**src/rtl/controller_pkg.sv**
```systemverilog
// Shared types and limits for the serial game-pad poller.
package controller_pkg;

    typedef enum logic [2:0] {
        IDLE,
        LATCH,
        LOW,
        HIGH,
        DONE
    } state_t;

    localparam int MAX_CONTROLLERS = 4;
    localparam int MAX_BUTTONS     = 16;
    localparam int MAX_DIV         = 255;
    localparam int PHASE_W         = $clog2(MAX_DIV + 1);
    localparam int BIT_W           = $clog2(MAX_BUTTONS + 1);

endpackage

```
**src/rtl/controller_channel_m.sv**
```systemverilog
// One pad: MSB-first shift register, held state and edge detection.
module controller_channel_m #(
    parameter int NUM_BUTTONS = 8
) (
    input  logic                   clk_1,
    input  logic                   rst_B,
    input  logic                   clear,
    input  logic                   shift,
    input  logic                   load,
    input  logic                   data_B,
    output logic [NUM_BUTTONS-1:0] buttons,
    output logic [NUM_BUTTONS-1:0] pressed,
    output logic [NUM_BUTTONS-1:0] released
);

    logic [NUM_BUTTONS-1:0] shreg;
    logic [NUM_BUTTONS-1:0] nxt;

    // Pad data is active-low; the final bit is folded in on the load cycle.
    assign nxt = NUM_BUTTONS'({shreg, ~data_B});

    always_ff @(posedge clk_1) begin
        if (!rst_B) begin
            shreg    <= '0;
            buttons  <= '0;
            pressed  <= '0;
            released <= '0;
        end else begin
            if (clear) begin
                shreg <= '0;
            end else if (shift) begin
                shreg <= nxt;
            end
            if (load) begin
                buttons  <= nxt;
                pressed  <= nxt & ~buttons;
                released <= ~nxt & buttons;
            end
        end
    end

endmodule

```
**src/rtl/controller_poller_m.sv**
```systemverilog
// Shared latch/clock sequencer driving NUM_CONTROLLERS pad channels.
module controller_poller_m
    import controller_pkg::*;
#(
    parameter int NUM_CONTROLLERS = 2,
    parameter int NUM_BUTTONS     = 8,
    parameter int CLK_DIV         = 1,
    parameter int LATCH_CYCLES    = 1
) (
    input  logic                                   clk_1,
    input  logic                                   rst_B,
    input  logic                                   start,
    output logic                                   controller_clk,
    output logic                                   controller_latch,
    input  logic [NUM_CONTROLLERS-1:0]             controller_data_B,
    output logic [NUM_CONTROLLERS*NUM_BUTTONS-1:0] buttons_out,
    output logic [NUM_CONTROLLERS*NUM_BUTTONS-1:0] pressed_out,
    output logic [NUM_CONTROLLERS*NUM_BUTTONS-1:0] released_out,
    output logic                                   busy,
    output logic                                   done
);

    localparam logic [PHASE_W-1:0] LAT_LAST  = PHASE_W'(LATCH_CYCLES - 1);
    localparam logic [PHASE_W-1:0] DIV_LAST  = PHASE_W'(CLK_DIV - 1);
    localparam logic [BIT_W-1:0]   BITS_LAST = BIT_W'(NUM_BUTTONS - 1);

    state_t             state;
    state_t             next;
    logic [PHASE_W-1:0] phase;
    logic [BIT_W-1:0]   nbits;
    logic               sample;
    logic               last_bit;

    assign sample   = (state == LOW) && (phase == DIV_LAST);
    assign last_bit = (nbits == BITS_LAST);

    always_ff @(posedge clk_1) begin
        if (!rst_B) begin
            state <= IDLE;
        end else begin
            state <= next;
        end
    end

    always_comb begin
        next = state;
        unique case (state)
            IDLE:  if (start) next = LATCH;
            LATCH: if (phase == LAT_LAST) next = LOW;
            LOW:   if (sample) next = last_bit ? DONE : HIGH;
            HIGH:  if (phase == DIV_LAST) next = LOW;
            DONE:  next = IDLE;
            default: next = IDLE;
        endcase
    end

    // phase restarts on every state change so each phase length is exact
    always_ff @(posedge clk_1) begin
        if (!rst_B) begin
            phase <= '0;
            nbits <= '0;
        end else begin
            if (state == IDLE || next != state) begin
                phase <= '0;
            end else begin
                phase <= phase + PHASE_W'(1);
            end
            if (state == LATCH) begin
                nbits <= '0;
            end else if (sample) begin
                nbits <= nbits + BIT_W'(1);
            end
        end
    end

    assign controller_latch = (state == LATCH);
    assign controller_clk   = (state == HIGH);
    assign busy             = (state != IDLE);
    assign done             = (state == DONE);

    for (genvar c = 0; c < NUM_CONTROLLERS; c++) begin : g_ch
        controller_channel_m #(
            .NUM_BUTTONS(NUM_BUTTONS)
        ) u_ch (
            .clk_1   (clk_1),
            .rst_B   (rst_B),
            .clear   (state == LATCH),
            .shift   (sample),
            .load    (sample && last_bit),
            .data_B  (controller_data_B[c]),
            .buttons (buttons_out[c*NUM_BUTTONS +: NUM_BUTTONS]),
            .pressed (pressed_out[c*NUM_BUTTONS +: NUM_BUTTONS]),
            .released(released_out[c*NUM_BUTTONS +: NUM_BUTTONS])
        );
    end

endmodule

```
**config.mk**
```make
export PLATFORM = sky130hd
export DESIGN_NAME = controller_poller_m
export DESIGN_NICKNAME = d
export VERILOG_FILES = /design/src/rtl/controller_pkg.sv /design/src/rtl/controller_channel_m.sv /design/src/rtl/controller_poller_m.sv
export SDC_FILE = /design/constraint.sdc
export NUM_CORES = 1
export LEC_CHECK = 0
export CAP_MARGIN = 40
export CELL_PAD_IN_SITES_DETAIL_PLACEMENT = 1
export CELL_PAD_IN_SITES_GLOBAL_PLACEMENT = 2
export CORE_UTILIZATION = 35
export CTS_CLUSTER_DIAMETER = 200
export DETAILED_ROUTE_END_ITERATION = 7
export PLACE_DENSITY = 0.85
export SETUP_SLACK_MARGIN = 0.4
export SYNTH_ARGS = -nofsm -noshare
export SYNTH_HDL_FRONTEND = slang
export SYNTH_SLANG_ARGS = --single-unit
```
**constraint.sdc**
```tcl
create_clock -name clk_1 -period 3.1 [get_ports clk_1]
set_input_delay 0.62 -clock clk_1 [delete_from_list [all_inputs] [get_ports clk_1]]
set_output_delay 0.62 -clock clk_1 [all_outputs]
set_load 0.05 [all_outputs]
```
==> results of run 1 <==
kinds of logic (layout without fill, tap and decap cells):
family / after synthesis / after routing / share of synthesized area (%)
AO/OA/AOI/OAI: 19 / 19 / 3.45
XOR/XNOR: 3 / 3 / 0.779
adder cells (fa/ha/maj): 3 / 3 / 1.11
buffers and inverters: 30 / 84 / 4.23
flip-flops: 78 / 78 / 46.3
multiplexers: 63 / 63 / 18.7
AND/OR/NAND/NOR: 160 / 160 / 25.4
worst min path at each step:
| stage | from | to | slack, ns | cells past startpoint |
|---|---|---|---|---|
| after floorplan | nbits[4] | nbits[4] | 0.45 | 2 |
| after global placement | g_ch[0].u_ch.pressed[5] | g_ch[0].u_ch.pressed[5] | 0.44 | 2 |
| after detailed placement | g_ch[0].u_ch.pressed[0] | g_ch[0].u_ch.pressed[0] | 0.45 | 2 |
| after CTS | g_ch[0].u_ch.pressed[0] | g_ch[0].u_ch.pressed[0] | 0.46 | 2 |
| after global routing | g_ch[0].u_ch.released[6] | g_ch[0].u_ch.released[6] | 0.48 | 2 |
| final | g_ch[0].u_ch.released[6] | g_ch[0].u_ch.released[6] | 0.46 | 2 |
stage by stage:
stage	hold WS (ns)	util [%]	total power (W)	worst slack, ns	area [um2]
after floorplan	0.450	-	0.00113	1.05	3370
after global placement	0.441	43.5	0.00116	0.716	4040
after detailed placement	0.450	43.5	0.00116	0.675	4040
after CTS	0.463	45.9	0.00203	0.554	4260
after global routing	0.476	45.9	0.00208	0.493	4260
final	0.459	45.9	0.00200	0.584	4260
power by group:
part           switching, W  internal, W  total, W
clock network      0.000406     0.000456  0.000862
registers        0.00000950      0.00101   0.00102
logic             0.0000798    0.0000397  0.000119
total              0.000495      0.00150   0.00200
sequential cells by signal (all words and copies together) (netlist names):
signal,count
nbits,5
state,3
g_ch.u_ch.pressed,16
g_ch.u_ch.released,16
g_ch.u_ch.buttons,16
phase,8
g_ch.u_ch.shreg,14
per-layer routing:
layer / vias to the layer above / part of all wire (%)
met5: - / 0
met4: 0 / 1.4
met3: 8 / 4.3
met2: 46 / 46
met1: 1274 / 48
li1: 1341 / -
what timing repair did:
action	CTS	global route
hold buffers	0	0
gates resized for setup	1	0
setup endpoints to repair	1	0
worst reg2reg max path, stage by stage (launching register included):
cell	delay [ns]
dfxtp_1	0.37
inv_1	0.07
ha_1	0.15
or4b_1	0.65
nor3_2	0.61
buf_4	0.28
mux2i_1	0.21
synthesized netlist by cell type:
cell      count
nor3b_1       1
and3b_1       1
dfxtp_1      78
xor2_1        2
nor4b_2       1
or4_1         1
nand3_1      27
nor3_1        2
nand3b_1     31
buf_6         2
or3_1         5
o41ai_1       1
nor4_4        1
inv_1         5
or4bb_1       1
or4b_1        1
o21ai_0       4
buf_1         1
o31ai_1       2
clkbuf_1     16
nand2_1      67
or3b_2        2
ha_1          3
nand2b_1      3
and2_1        2
xnor2_1       1
buf_4         3
a31oi_1       3
nor2_1        8
a211oi_1      2
a21oi_1       6
buf_2         3
nand4_1       4
a211o_1       1
nor4_1        2
mux2i_1      63
layout make-up:
type	count	area, um2	share of cell area (%)
Multi-Input combinational cell	248	1670	39.3
Sequential cell	78	1560	36.7
Timing Repair Buffer	63	622	14.6
Tap cell	129	161	3.79
Clock buffer	9	124	2.91
Clock inverter	7	97.6	2.29
Inverter	5	18.8	0.441
==> qor.csv, run 1 <==
stage;metric;value;unit
synth;post-synthesis sequential area ratio;46.3;%
critical_path;cells along the critical path;or3b_2 -> inv_1 -> dlygate4sd2_1;
routing;Total Wirelength;7.62;mm
clock_tree;Setup Fix Bufs, Post-CTS;0;
grt;met1 Usage GRT;20.9;%
critical_path;Slowest-stage cell, CP;dlygate4sd2_1;
status;status;complete, no violations;
clock_tree;TritonCTS Buffers;9;
grt;GR Util met3;3.90;%
clock_tree;clock tree root driver cell;clkbuf_8;
critical_path;R2R Setup Slk;0.68;ns
critical_path;family with the most delay on the worst path;buffers and inverters;
grt;layer with the highest usage;met2;
placed_design;GPL Wtd Cong;0.728;
critical_path;max incr delay on CP;0.52;ns
finish;diodes inserted;0;
routing;1st-iter DRT viols;81;
clock_tree;Clock Pin Slew Worst Setup and Hold Paths;0.09;ns
routing;Antenna Nets Post-Route;0;
routing;vias;2669;
synth;Synth cell types;36;
critical_path;combined buffer and inverter count along the critical path;2;
routing;DR WL/cell;14.1;um
worst_hold_path;min-delay worst type;flip-flop to flip-flop;
critical_path;critical path capture point;controller_latch;
sta;Slew headroom;48.3;%
critical_path;CP Launch Point;state[0];
critical_path;Crit Path Class;flip-flop to output pin;
floorplan;Die W;100;um
sta;final period utilization;81.2;%
routing;vias per cell;4.95;
critical_path;Worst Path Max Fanout;8;
critical_path;worst r2r dst;g_ch[0].u_ch.shreg[2];
critical_path;WP depth;3;
synth;Post-Syn Instances;356;
routing;# DRC;0;
critical_path;CP Capture Type;output pin;
floorplan;starting density of the core;36.3;%
critical_path;CP startpoint kind;flip-flop;
finish;Finished Layout Cells;539;
synth;Synth Cell Area;3370;um2
floorplan;DIE HEIGHT;100;um
synth;Mapped Nets;364;
power;P_leak;1.35;nW
critical_path;CP Data Arrival Time;1.90;ns
critical_path;Worst Reg2Reg Path Length in Cells;6;
sta;# setup viols final;0;
floorplan;IO Pins;57;
finish;layout cells sized above 1;7.07;%
placed_design;cell count after placement;523;
grt;grt ovf;0;
sta;Max Slew Vio Count;0;
grt;initial antenna violation count;0;
clock_tree;TritonCTS clock tree;built;
synth;syn_area_per_cell;9.48;um2
finish;leading cell type in the layout, fill and taps excluded;dfxtp_1;
clock_tree;CTS max path bufs;2;
grt;largest net degree at the start of global routing;66;
placed_design;PortBufs;56;
floorplan;Core Region;9280;um2
finish;synth-to-layout area growth;26.3;%
sta;RSZ-0062 raised after global routing;no;
grt;first-pass GRT wire length;12.6;mm
sta;Worst Tran Pin Value;0.774;ns
grt;met2 usage;24.7;%
sta;min Tclk post-route;2.52;ns
finish;Final nets;413;
synth;flops & latches, synth;78;
critical_path;Critical R2R Launch;phase[0];
power;peak supply drop;0.000237;V
sta;final hold viol count;0;
floorplan;Die ar.;10000;um2
synth;post-synth top area share;46.3;%
critical_path;WP data required;2.48;ns
sta;Max Clock Skew;0.00839;ns
grt;Total Routing Usage GR;15.9;%
clock_tree;CTS Sinks;78;
sta;total negative slack;0;ns
synth;ranking of synthesized cells by area;dfxtp_1 (46%), mux2i_1 (19%), nand2_1 (7.5%);
clock_tree;htree depth;3;
grt;vias in the first global route;2643;
run;maxcap violations;0;
synth;YS warnings;0;
sta;maximum achievable frequency;0.397;GHz
finish;most frequent cells in the layout;dfxtp_1 (78), nand2_1 (67), mux2i_1 (63), clkdlybuf4s50_1 (54), nand3b_1 (31);
power;pwr dens;469;nW/um2
synth;Yosys top cell by area;dfxtp_1;
placed_design;DP HPWL;5.08;mm
routing;number of iterations in the first detailed-routing pass;4;
floorplan;Core Rows;35;
finish;Filler cells;1086;
clock_tree;Clk Latency, worst-skew pair;0.35;ns
Power figures use the tool's default switching activity.
==> run 2, diff against run 1 <==
--- a/config.mk
+++ b/config.mk
@@ -8,10 +8,10 @@
 export CAP_MARGIN = 40
 export CELL_PAD_IN_SITES_DETAIL_PLACEMENT = 1
 export CELL_PAD_IN_SITES_GLOBAL_PLACEMENT = 2
-export CORE_UTILIZATION = 35
+export CORE_UTILIZATION = 32
 export CTS_CLUSTER_DIAMETER = 200
 export DETAILED_ROUTE_END_ITERATION = 7
-export PLACE_DENSITY = 0.85
+export PLACE_DENSITY = 0.79
 export SETUP_SLACK_MARGIN = 0.4
 export SYNTH_ARGS = -nofsm -noshare
 export SYNTH_HDL_FRONTEND = slang
==> constraint.sdc (replaced) <==
create_clock -name clk_1 -period 2.32 [get_ports clk_1]
set_input_delay 0.464 -clock clk_1 [delete_from_list [all_inputs] [get_ports clk_1]]
set_output_delay 0.464 -clock clk_1 [all_outputs]
set_load 0.05 [all_outputs]
==> qor.csv, run 2 (synthesis gave the netlist of run 1 again) <==
stage;metric;value;unit;change
critical_path;CP Capture Type;flip-flop;;
finish;leading cell type in the layout, fill and taps excluded;dfxtp_1;;
sta;maximum achievable frequency;0.477;GHz;
finish;diodes inserted;0;;unchanged
clock_tree;Hold Buf Count CTS;0;;unchanged
clock_tree;clock tree root driver cell;clkbuf_8;;
sta;final period utilization;90.4;%;
run;maxcap violations;0;;unchanged
clock_tree;TritonCTS clock tree;built;;
floorplan;Core Rows;37;;+5.7%
routing;1st-iter DRT viols;74;;-8.6%
finish;most frequent cells in the layout;dfxtp_1 (73), nand2_1 (67), mux2i_1 (62), dlygate4sd2_1 (48), nand3b_1 (31);;
placed_design;DP HPWL;4.90;mm;-3.6%
worst_hold_path;min-delay worst type;flip-flop to flip-flop;;
grt;initial antenna violation count;0;;unchanged
placed_design;GPL Wtd Cong;0.774;;+6.3%
finish;layout cells sized above 1;15.5;%;+8.4 points
sta;# setup viols final;0;;unchanged
power;peak supply drop;0.000272;V;+15%
routing;Antenna Nets Post-Route;0;;unchanged
critical_path;CP Data Arrival Time;2.36;ns;+0.46 ns
sta;min Tclk post-route;2.10;ns;
clock_tree;Clk Latency, worst-skew pair;0.35;ns;about the same
grt;grt ovf;0;;unchanged
floorplan;starting density of the core;32.8;%;-3.5 points
sta;total negative slack;0;ns;unchanged
finish;biggest regs;g_ch.u_ch.buttons: 16 flops, g_ch.u_ch.pressed: 16 flops, g_ch.u_ch.released: 16 flops;;
finish;synth-to-layout area growth;38.6;%;
floorplan;DIE HEIGHT;105;um;+4.5%
grt;vias in the first global route;2769;;+4.8%
routing;vias per cell;4.90;;-1.0%
critical_path;WP data required;2.59;ns;+0.11 ns
finish;Multi-input gate area;1710;um2;+2.3%
sta;Slew headroom;66.9;%;+19 points
finish;Finished Cell Area;4680;um2;+9.8%
clock_tree;CTS Sinks;78;;unchanged
clock_tree;CTS max path bufs;2;;unchanged
sta;Hold Slack;0.459;ns;+0.000577 ns
routing;DR WL/cell;15.4;um;+8.7%
routing;vias;2784;;+4.3%
sta;Worst Tran Pin Value;0.498;ns;-0.277 ns
power;pwr dens;622;nW/um2;+33%
floorplan;Die ar.;11000;um2;+9.2%
floorplan;Core Region;10300;um2;+11%
routing;# DRC;0;;unchanged
finish;Final nets;435;;+5.3%
sta;Max Slew Vio Count;0;;unchanged
sta;RSZ-0062 raised after global routing;yes;;
grt;Total Routing Usage GR;16.2;%;+0.37 points
grt;largest net degree at the start of global routing;57;;-14%
sta;final hold viol count;0;;unchanged
finish;Filler cells;1164;;+7.2%
placed_design;placed cell area;4110;um2;+1.7%
floorplan;IO Pins;57;;unchanged
critical_path;Worst Path Max Fanout;6;;-2
critical_path;CP startpoint kind;flip-flop;;
sta;slack of the critical path;0.223;ns;-0.361 ns
finish;Sequential cell area;1580;um2;+1.2%
floorplan;Die W;105;um;+4.5%
placed_design;worst slack, placed;0.162;ns;-0.513 ns
clock_tree;TritonCTS Buffers;9;;unchanged
placed_design;PortBufs;56;;unchanged
status;status;complete, no violations;;
sta;Max Clock Skew;0.0155;ns;+0.00712 ns
power;P_leak;1.79;nW;+33%
clock_tree;htree depth;3;;unchanged
clock_tree;Clock Pin Slew Worst Setup and Hold Paths;0.08;ns;about the same
grt;first-pass GRT wire length;14.2;mm;+12%
critical_path;Crit Path Class;flip-flop to flip-flop;;
routing;Total Wirelength;8.72;mm;+15%
routing;number of iterations in the first detailed-routing pass;6;;+2
[run 2: cell count changes in the layout (fill, tap and decap cells not counted), moves of 6 or more]
| cell | previous run | this run |
|---|---|---|
| clkdlybuf4s50_1 | 54 | 3 |
| dlygate4sd2_1 | 1 | 48 |
| buf_4 | 7 | 14 |
| buf_6 | 0 | 6 |
[run 2: repair_timing]
| action | 4_1_cts | 5_1_grt |
|---|---|---|
| buffers inserted | 9 | 4 |
| gates cloned | 6 | 1 |
| pin swaps | 1 | 2 |
| gates resized for setup | 67 | 13 |
| setup endpoints to repair | 100 | 64 |
[run 2: through the flow]
stage	total power (W)	std cells	util (%)
5_1_grt	0.00301	568	45.5
3_3_place_gp	0.00156	532	40.0
4_1_cts	0.00294	563	44.6
6_report	0.00291	568	45.5
2_1_floorplan	0.00150	356	-
3_5_place_dp	0.00157	532	40.0
[run 2: power by group]
group | internal (W) | switching (W)
clock network | 0.000858 | 0.000518
registers | 0.00134 | 0.0000143
logic | 0.0000640 | 0.000111
total | 0.00227 | 0.000644
[run 2: final cells by class]
class	count	area share, %
sequential	78	33.8
inverter	5	0.455
timing repair buffer	85	19.7
tap	136	3.64
clock inverter	5	2.76
multi-input combinational	248	36.6
clock buffer	11	3.02
[run 2: worst paths after layout]
check,to,depth (start not counted),slack [ns],start
max,g_ch[1].u_ch.buttons[6],7,0.22,nbits[1]
min,g_ch[0].u_ch.pressed[2],2,0.46,g_ch[0].u_ch.pressed[2]
max reg2reg,g_ch[1].u_ch.buttons[6],7,0.22,nbits[1]
min reg2reg,g_ch[0].u_ch.pressed[2],2,0.46,g_ch[0].u_ch.pressed[2]
[run 2: critical path, cell delays in order, from the launching register on]
cell and delay (ns):
dfxtp_4 0.38, ha_4 0.14, or4bb_4 0.48, nor4_4 0.34, buf_4 0.21, buf_12 0.13, buf_16 0.13, mux2i_1 0.22
[run 2: layer usage]
layer	routed length (um)	up-vias	global-route usage [%]
li1	-	1384	-
met2	4120	47	26.2
met5	0	-	0
met4	132	0	6.34
met1	4220	1341	21.7
met3	246	12	2.56
==> edit (flow settings as in run 2) <==
`NUM_BUTTONS` is set to 8 in 2 places; all go to 7.
--- a/src/rtl/controller_channel_m.sv
+++ b/src/rtl/controller_channel_m.sv
@@ -1,6 +1,6 @@
 // One pad: MSB-first shift register, held state and edge detection.
 module controller_channel_m #(
-    parameter int NUM_BUTTONS = 8
+    parameter int NUM_BUTTONS = 7
 ) (
     input  logic                   clk_1,
     input  logic                   rst_B,
--- a/src/rtl/controller_poller_m.sv
+++ b/src/rtl/controller_poller_m.sv
@@ -3,7 +3,7 @@
     import controller_pkg::*;
 #(
     parameter int NUM_CONTROLLERS = 2,
-    parameter int NUM_BUTTONS     = 8,
+    parameter int NUM_BUTTONS     = 7,
     parameter int CLK_DIV         = 1,
     parameter int LATCH_CYCLES    = 1
 ) (
Interface: changed (resized buttons_out, pressed_out and released_out); port bits go from 57 to 51. No check against the original RTL was run, so the function may have changed too.
==> edit against run 2 <==
  * Cell area fell by 7.4%
  * Critical path type unchanged
  * Maximum frequency is 2.4% higher
  * Area after synthesis shrank 11%
  * Utilization up 3.2 points
  * Routed wire length grew 0.16%
  * Via count shrank 11%
  * Setup slack gained 49 ps
  * Power is 18% lower
  * Sequential cell count shrank 8
  * Critical path depth unchanged
  * Global-route usage grew 0.80 points
  * Clock power shrank 33%
==> edit: results <==
<?xml version="1.0" encoding="UTF-8"?>
<metrics>
  <group name="synthesis">
    <metric name="synth_area_leaders" unit="">sky130_fd_sc_hd__dfxtp_1 (47%), sky130_fd_sc_hd__o2bb2ai_2 (9.0%), sky130_fd_sc_hd__nand2b_1 (4.8%), sky130_fd_sc_hd__mux2i_1 (4.7%), sky130_fd_sc_hd__nand3_1 (3.9%)</metric>
    <metric name="synth_fa_ha_area_share" unit="%">1.68</metric>
    <metric name="post_synthesis_compound_gate_area_fraction" unit="%">21.9</metric>
    <metric name="ys_seq_area_share" unit="%">46.9</metric>
    <metric name="post_synth_most_frequent_cells" unit="">sky130_fd_sc_hd__dfxtp_1 (70), sky130_fd_sc_hd__nand2b_1 (23), sky130_fd_sc_hd__nand3_1 (23), sky130_fd_sc_hd__o2bb2ai_2 (18), sky130_fd_sc_hd__mux2i_1 (14)</metric>
    <metric name="proportion_of_synthesized_area_in_mux_cells" unit="%">4.69</metric>
    <metric name="yosysUniqueCellTypes" unit="">44</metric>
    <metric name="post_synth_inst_count" unit="">274</metric>
  </group>
  <group name="route">
    <metric name="drt_first_iter_violations" unit="">75</metric>
    <metric name="vias" unit="">2471</metric>
  </group>
  <group name="power_and_ir_drop">
    <metric name="total_leakage_power" unit="nW">1.68</metric>
    <metric name="power.share.combinational" unit="%">9.9</metric>
    <metric name="power.share.switching" unit="%">27.6</metric>
    <metric name="p_comb" unit="W">0.000236</metric>
  </group>
  <group name="clock_network">
    <metric name="postCtsSetupBuffers" unit="">10</metric>
  </group>
  <group name="place">
    <metric name="gpl.final_weighted_congestion" unit="">0.765</metric>
    <metric name="placement.io_buffers" unit="">50</metric>
    <metric name="dp_hpwl" unit="um">4770</metric>
  </group>
  <group name="timing">
    <metric name="timing.clock.skew" unit="ps">9.22</metric>
    <metric name="timing.max_slew.rel_slack" unit="%">65.6</metric>
  </group>
  <group name="cells_and_area">
    <metric name="nets" unit="">359</metric>
    <metric name="final_layout_size_suffix_gt1_share" unit="%">31.3</metric>
    <metric name="top_regs" unit="">g_ch.u_ch.buttons: 14 flops, g_ch.u_ch.pressed: 14 flops, g_ch.u_ch.released: 14 flops</metric>
  </group>
  <group name="grt">
    <metric name="grt_first_pass_wirelength" unit="um">13000</metric>
    <metric name="grt_start_max_net_pins" unit="">41</metric>
    <metric name="groute.usage.overall" unit="%">17.0</metric>
  </group>
  <group name="hold_path">
    <metric name="hold_start" unit="">phase[0]</metric>
    <metric name="worst_case_hold_path_end_point" unit="">phase[0]</metric>
    <metric name="hold_depth" unit="">1</metric>
  </group>
  <group name="setup_path">
    <metric name="critPathMaxFanout" unit="">7</metric>
    <metric name="timing.rr.end" unit="">g_ch[0].u_ch.pressed[1]</metric>
    <metric name="worst_path_largest_cell_delay" unit="ps">550</metric>
  </group>
  <group name="status">
    <metric name="run_status" unit="">finished clean</metric>
  </group>
</metrics>
## edit: cell types whose count changed after synthesis, moves of 4 or more
cell,change
sky130_fd_sc_hd__nand2_1,-60
sky130_fd_sc_hd__o2bb2ai_2,+18
sky130_fd_sc_hd__o2bb2ai_1,+7
sky130_fd_sc_hd__nand3_1,-4
sky130_fd_sc_hd__nand3b_1,-28
sky130_fd_sc_hd__inv_1,+5
sky130_fd_sc_hd__mux2i_1,-49
sky130_fd_sc_hd__nand2b_1,+20
sky130_fd_sc_hd__a22o_1,+11
sky130_fd_sc_hd__dfxtp_1,-8
## edit: worst max path at each step
| stage | from | end | slack (ps) |
|---|---|---|---|
| 2_1_floorplan | rst_B | g_ch[0].u_ch.released[0] | 370 |
| 3_3_place_gp | rst_B | g_ch[1].u_ch.pressed[3] | -110 |
| 3_5_place_dp | rst_B | g_ch[1].u_ch.released[3] | -140 |
| 4_1_cts | nbits[0] | g_ch[1].u_ch.buttons[6] | 290 |
| 5_1_grt | nbits[0] | g_ch[1].u_ch.released[4] | 230 |
| 6_report | nbits[0] | g_ch[0].u_ch.pressed[1] | 270 |
## edit: cells by family (layout without fill, tap and decap cells)
| logic type | count (synthesis) | after routing |
|---|---|---|
| and+or+nand+nor | 90 | 90 |
| adders and majority gates | 4 | 4 |
| buffers and inverters | 30 | 111 |
| muxes | 14 | 14 |
| xor gates and xnor gates | 3 | 3 |
| DFF | 70 | 70 |
| AOI/OAI and AO/OA | 63 | 63 |
## edit: cell type report
class / count / area, um^2
Multi-Input combinational cell: 174 / 1670
Clock inverter: 6 / 45.0
Clock buffer: 10 / 138
Tap cell: 108 / 135
Sequential cell: 70 / 1420
Fill cell: 953 / 4560
Inverter: 10 / 37.5
Timing Repair Buffer: 85 / 881
